### config.mk
export PLATFORM = sky130hd
export DESIGN_NAME = alu_uart_sequencer
export DESIGN_NICKNAME = d
export VERILOG_FILES = /design/src/rtl/alu_uart_sequencer.sv
export SDC_FILE = /design/constraint.sdc
export NUM_CORES = 1
export LEC_CHECK = 0
export BUFFER_PORTS_ARGS = -buffer_cell sky130_fd_sc_hd__buf_2
export CAP_MARGIN = 5
export CORE_UTILIZATION = 50
export DETAILED_ROUTE_END_ITERATION = 10
export GPL_ROUTABILITY_DRIVEN = 1
export PLACE_DENSITY_LB_ADDON = 0.08
export SLEW_MARGIN = 10
export SYNTH_ARGS = -nofsm -noshare
export SYNTH_HDL_FRONTEND = slang
export SYNTH_SLANG_ARGS = --single-unit
### constraint.sdc
create_clock -name i_clk -period 2.1 [get_ports i_clk]
set_input_delay 0 -clock i_clk [delete_from_list [all_inputs] [get_ports i_clk]]
set_output_delay 0 -clock i_clk [all_outputs]
set_load 0.05 [all_outputs]
### src/rtl/alu_uart_sequencer.sv
// alu_uart_sequencer: collects an (A, B, OPCODE) command frame from a byte-wide
// serial receiver, presents the registered operands to a combinational ALU, and
// returns the (RESULT, FLAGS) response through the transmitter handshake.
// One frame is in flight at a time; bytes arriving while busy are dropped.
module alu_uart_sequencer #(
  parameter int NB_DATA        = 8,
  parameter int NB_OP          = 6,
  parameter int TIMEOUT_CYCLES = 50000
) (
  input  logic               i_clk,
  input  logic               i_reset,
  input  logic [7:0]         i_rx_data,
  input  logic               i_rx_valid,
  output logic [NB_DATA-1:0] o_alu_data_a,
  output logic [NB_DATA-1:0] o_alu_data_b,
  output logic [NB_OP-1:0]   o_alu_op,
  input  logic [NB_DATA-1:0] i_alu_result,
  input  logic               i_alu_overflow,
  input  logic               i_alu_zero,
  output logic [7:0]         o_tx_data,
  output logic               o_tx_start,
  input  logic               i_tx_done,
  output logic               o_busy,
  output logic               o_frame_err
);

  localparam int CNT_W = (TIMEOUT_CYCLES > 2) ? $clog2(TIMEOUT_CYCLES) : 1;
  localparam logic [CNT_W-1:0] CNT_LAST = CNT_W'(TIMEOUT_CYCLES - 1);

  typedef enum logic [2:0] {
    S_WAIT_A  = 3'd0,
    S_WAIT_B  = 3'd1,
    S_WAIT_OP = 3'd2,
    S_EXEC    = 3'd3,
    S_TX_RES  = 3'd4,
    S_TX_FLG  = 3'd5
  } state_t;

  state_t           state;
  state_t           next_state;
  logic             byte_accept;
  logic             timeout_hit;
  logic             tx_start_d;
  logic             busy_d;
  logic [CNT_W-1:0] idle_cnt;
  logic [7:0]       res_q;
  logic [7:0]       flg_q;

  // State register
  always_ff @(posedge i_clk or posedge i_reset) begin
    if (i_reset) state <= S_WAIT_A;
    else         state <= next_state;
  end

  // Next-state decode; a byte on the expiry cycle beats the timeout
  always_comb begin
    next_state  = state;
    byte_accept = 1'b0;
    timeout_hit = 1'b0;
    case (state)
      S_WAIT_A: begin
        if (i_rx_valid) begin
          byte_accept = 1'b1;
          next_state  = S_WAIT_B;
        end
      end
      S_WAIT_B: begin
        if (i_rx_valid) begin
          byte_accept = 1'b1;
          next_state  = S_WAIT_OP;
        end else if (idle_cnt == CNT_LAST) begin
          timeout_hit = 1'b1;
          next_state  = S_WAIT_A;
        end
      end
      S_WAIT_OP: begin
        if (i_rx_valid) begin
          byte_accept = 1'b1;
          next_state  = S_EXEC;
        end else if (idle_cnt == CNT_LAST) begin
          timeout_hit = 1'b1;
          next_state  = S_WAIT_A;
        end
      end
      S_EXEC:   next_state = S_TX_RES;
      S_TX_RES: if (i_tx_done) next_state = S_TX_FLG;
      S_TX_FLG: if (i_tx_done) next_state = S_WAIT_A;
      default:  next_state = S_WAIT_A;
    endcase
  end

  // Start pulse fires on the first cycle of each transmit state
  always_comb begin
    tx_start_d = ((next_state == S_TX_RES) && (state != S_TX_RES)) ||
                 ((next_state == S_TX_FLG) && (state != S_TX_FLG));
    busy_d     = (next_state == S_EXEC) || (next_state == S_TX_RES) ||
                 (next_state == S_TX_FLG);
  end

  // Registered status outputs, aligned with the state they describe
  always_ff @(posedge i_clk or posedge i_reset) begin
    if (i_reset) begin
      o_tx_start  <= 1'b0;
      o_busy      <= 1'b0;
      o_frame_err <= 1'b0;
    end else begin
      o_tx_start  <= tx_start_d;
      o_busy      <= busy_d;
      o_frame_err <= timeout_hit;
    end
  end

  // Operand/opcode capture from the receiver and result/flag capture in EXEC
  always_ff @(posedge i_clk or posedge i_reset) begin
    if (i_reset) begin
      o_alu_data_a <= '0;
      o_alu_data_b <= '0;
      o_alu_op     <= '0;
      res_q        <= '0;
      flg_q        <= '0;
    end else begin
      if (byte_accept) begin
        case (state)
          S_WAIT_A:  o_alu_data_a <= i_rx_data;
          S_WAIT_B:  o_alu_data_b <= i_rx_data;
          S_WAIT_OP: o_alu_op     <= i_rx_data[NB_OP-1:0];
          default:   ;
        endcase
      end
      if (state == S_EXEC) begin
        res_q <= i_alu_result;
        flg_q <= {6'b0, i_alu_overflow, i_alu_zero};
      end
    end
  end

  // Inter-byte idle counter; saturates at the expiry value instead of wrapping
  always_ff @(posedge i_clk or posedge i_reset) begin
    if (i_reset) begin
      idle_cnt <= '0;
    end else if (byte_accept || timeout_hit ||
                 ((state != S_WAIT_B) && (state != S_WAIT_OP))) begin
      idle_cnt <= '0;
    end else if (idle_cnt != CNT_LAST) begin
      idle_cnt <= idle_cnt + CNT_W'(1);
    end
  end

  // Transmit byte chosen from registered state so it stays put until done
  always_comb begin
    o_tx_data = (state == S_TX_FLG) ? flg_q : res_q;
  end

endmodule

# ---- After elaboration in Yosys (flattened, before gate mapping)
# Cells that the tools add are included.
# W data, S select, Z words.
dict set report classes {
  n_reduce_logical 15
  mux 15
  n_addsub 1
  eq_ne 14
}
# cell count
set op_table {}
lappend op_table {{$mux W16} 2}
lappend op_table {{$mux W3} 6}
lappend op_table {{$pmux W3 S6} 1}
lappend op_table {{$add A16 B1 Y16 const B} 1}
lappend op_table {{$eq A16 B16 Y1 const B} 1}
lappend op_table {{$ne A16 B16 Y1 const B} 1}
lappend op_table {{$eq A3 B3 Y1 const B} 4}
lappend op_table {{$eq A3 B2 Y1 const B} 3}
lappend op_table {{$mux W8} 1}
lappend op_table {{$ne A3 B3 Y1 const B} 2}
lappend op_table {{$reduce_and A2 Y1} 3}
lappend op_table {{$logic_or A1 B1 Y1} 5}
lappend op_table {{$mux W1} 5}
lappend op_table {{$eq A3 B1 Y1 const B} 1}
lappend op_table {{$logic_and A1 B1 Y1} 3}
lappend op_table {{$logic_not A3 Y1} 1}
lappend op_table {{$ne A3 B1 Y1 const B} 1}
lappend op_table {{$ne A3 B2 Y1 const B} 1}
lappend op_table {{$reduce_or A3 Y1} 1}
lappend op_table {{$reduce_bool A2 Y1} 1}
lappend op_table {{$reduce_or A2 Y1} 1}
dict set report totals {
  out_inout_bits 33
  elab_cells 55
  inputBits 22
  register_bits 54
}

# ---- Longest topological paths before layout
dict set report logic_depth {
  ltp_word 7
  depth_mapped 6
  ltp_nobuf 5
}

# ---- Least setup slack after synthesis
# Ideal clock, no wire load.
dict set report synth_path {
  kind {register to register}
  startpoint {register state[2]}
  endpoint {register o_alu_op[0]}
  setup_slack_ps 588
  path_buffers 1
  stages_incl_launch_ff 6
  t_required_ps 1975
  arrival_time_ps 1388
  setup_time_ps 125
  period_less_slack_ps 1512
  path_cell_list {dfrtp_1 > buf_2 > nand2b_4 > or2_4 > nor2_4 > mux2_2}
}
dict set report synth_via {
  elab_chain_len 4
  elab_cells_between_ends 6
  cone_classes {eq/ne (2); mux (1); reduce/logical (3)}
}
# element line
set synth_rtl {}
lappend synth_rtl {{from (decl)} 39} ;# state_t state;
lappend synth_rtl {{from (signal assigned)} 52} ;# else state <= next_state;
lappend synth_rtl {{$eq A3 B2 Y1 (tied with other cells)} {60, 123}}
lappend synth_rtl {{$reduce_or A3 Y1 (no line)} --}
lappend synth_rtl {{$mux W1} --}
lappend synth_rtl {{$reduce_and A2 Y1 (no line) (*)} --}
lappend synth_rtl {{to (signal assigned)} 126} ;# S_WAIT_OP: o_alu_op <= i_rx_data[NB_OP-1:0];
lappend synth_rtl {{to (decl)} 16} ;# output logic [NB_OP-1:0] o_alu_op,
# Mark *: on every way between the ends. The rest lies on a longest branch, timed or not.
# A chain may end at the register's enable or synchronous reset.

# ---- Worst setup path after layout
dict set report layout_path {
  startpoint {register state[1]}
  endpoint {output o_tx_data[1]}
}
dict set report layout_via {
  elab_chain_len 2
}
# element line
set layout_rtl {}
lappend layout_rtl {{$eq A3 B3 Y1} 151} ;# o_tx_data = (state == S_TX_FLG) ? flg_q : res_q;
lappend layout_rtl {{$mux W8} 151}
lappend layout_rtl {{to (decl)} 20} ;# output logic [7:0] o_tx_data,
# Every way passes these cells.

==> reports/qor.yml <==
clock_latency_ns: 0.31
start_util_pct: 53.7
cts_root_buffer: "clkbuf_8"
dpl.cell_count: 291
hp-class: "in2reg"
die_width_um: 71.6
synth.area.top_cells: "dfrtp_1 (56%), mux2_2 (16%), xnor2_1 (3.6%)"
tns_ns: 0
routedWlPerCell_um: 13.9
r2r-end: "idle_cnt[10]"
r2r_cells: 5
rsz0062_at_grt: "false"
setup_viol: 0
overflow: 0
place_hpwl_um: 2930
cts.clk_slew.worst_paths_ns: 0.09
synth.top_cell.area_share_pct: 55.9
fin_nets: 289
drt_iter0_markers: 83
grt_pass1_wl_um: 7360
io_pins: 55
leakage_uw: 0.00137
endpoint_kind: "output pin"
fin_crit_ns: 1.76
tightest_slew_ns: 0.543
antenna_found_initial: 0
grt_max_degree: 55
crit_arrival_ns: 1.76
drt-pass1-iter-count: 4
utilization_pct: 67.7
grt_util_all_layers_pct: 18.7
critPathLaunch: "state[1]"
hold_viol: 0
start_kind: "register"
finClkSkew_ns: 0.00898
cts_tree: "yes"
viasPerCell: 5.06
rows: 24
vdd_ir_drop_max_v: 0.00127
endpoint: "o_tx_data[1]"
postCtsResizedCells: 0
cts_sinks: 54
drt_wl_total_um: 4430
r2r-start: "idle_cnt[0]"
synth_top_cell_by_area: "dfrtp_1"
synth_seq_area_share_pct: 55.9
synthCells: 189
syn_nets: 212
async_reset_ff_share_pct: 100
remaining_drc_errors: 0
holdCritStartpoint: "i_rx_valid"
slew_violations: 0
cts_buffers: 5
numPortBuffers: 54
diodes: 0
synth_area_sq_um: 2420
dr_total_vias: 1613
drive_gt1_share_pct: 40.8
final_cells: 319
status: "completed"
cts.htree.levels: 2
grt_pass1_vias: 1507
ys_types: 37
n_fill_cell: 331
slew-limit-headroom_pct: 63.7
worstSetupPathType: "reg2out"
p_total_uw: 4720
synth_ff_type: "dfrtp_1"
crit_required_ns: 2.10
timing.final.crit_share_pct: 83.8
die_y_um: 71.6
reg2reg_slack_ns: 0.47
clock_path_buffers: 2
synth_area_per_cell_sq_um: 12.8
yosysWarnings: 0
p_per_area_nw_per_um2: 1550
ant_nets: 0
synth_edf_count: 0
place.gp.congestion: 0.764
fp.coreArea_sq_um: 4500
fmax_mhz: 568
syn2layout_area_growth_pct: 26.1
drv_cap: 0
cp_max_fo: 8
dieArea_sq_um: 5120
ys_ff_latch: 54
flip-flops by register name (all words and copies together), names as in the netlist:
name / cells
o_tx_start: 1
res_q: 8
o_alu_data_a: 8
o_busy: 1
flg_q: 2
state: 3
o_alu_op: 6
o_alu_data_b: 8
idle_cnt: 16
o_frame_err: 1
Yosys cell counts (2+ instances only):
library cell	n
and2_1	6
buf_2	3
buf_6	2
dfrtp_1	54
inv_1	4
mux2_2	34
nand2_1	11
nand2b_1	2
nand2b_4	3
nand3_1	2
nand4_1	6
nor2_1	20
nor3_1	2
nor4_1	3
nor4b_1	2
nor4b_2	2
xnor2_1	10
xor2_1	4
where the power goes:
group,switching (uW),internal [uW],total [uW]
combinational,1630,751,2380
clock,346,358,703
sequential,230,1410,1640
total,2200,2510,4720
how the worst min path moves through the flow:
stage	depth (start not counted)	end	slack, ns
final	3	state[1]	0.03
after global routing	3	state[1]	0.03
after CTS	3	state[1]	0.02
after detailed placement	3	o_alu_data_a[6]	0.07
after global placement	3	o_alu_data_a[6]	0.07
after floorplan	2	o_tx_start	0.14
per-stage QoR:
stage          instance area (sq um)  setup WS, ns  hold slack [ns]
2_1_floorplan                   2420         0.588            0.141
3_3_place_gp                    2740         0.492           0.0733
3_5_place_dp                    2740         0.474           0.0728
4_1_cts                         3050         0.315           0.0169
5_1_grt                         3050         0.234           0.0284
6_report                        3050         0.341           0.0258
area by class of cell:
cell class,count,area [sq um],share of cell area [%]
clock buffer,5,68.8,2.26
clock inverter,3,43.8,1.44
inverter,4,15.0,0.492
multi-input combinational,126,1010,33.3
sequential,54,1350,44.3
tap,52,65.1,2.13
timing repair buffer,75,490,16.1
metal layers:
layer | up-vias | global-route usage (%) | share of wire, %
li1 | 810 | - | -
met1 | 761 | 26.8 | 50
met2 | 38 | 28.5 | 46
met3 | 4 | 3.80 | 3.4
met4 | 0 | 6.97 | 0.68
met5 | - | 0 | 0
critical path, stage by stage, from the launching register on:
cell     delay [ns]
dfrtp_1        0.56
nor2b_1        0.11
nand2_1        0.20
mux2_2         0.37
buf_2          0.21
logic make-up (layout without fill, tap and decap cells):
family                   Yosys count  after routing  synth area share, %
multiplexers                      34             34                 15.8
AND/OR/NAND/NOR                   71             71                 18.7
flip-flops                        54             54                 55.9
XOR/XNOR                          14             14                 5.07
AO/OA/AOI/OAI                      6              6                 1.81
adder cells (fa/ha/maj)            1              1                0.517
buffers and inverters              9             87                 2.17
repair_timing:
action,CTS,global route
hold endpoints to repair,88,0
buffers inserted,0,0
hold buffers,20,0
cell usage in the layout (no fill, tap or decap), drive strengths merged, types with 2 or more instances in the layout:
cell type,synthesis,routed
or2,2,2
clkbuf,0,5
xnor2,10,10
inv,4,5
nand2b,5,5
dfrtp,54,54
xor2,4,4
nand4,7,7
nand2,11,11
nor4b,4,4
buf,5,55
nor4,3,3
mux2,34,34
nor3,2,2
nand3,2,2
nor2,23,23
dlygate4sd3,0,20
and2,6,6
(Power assumes the default switching activity.)
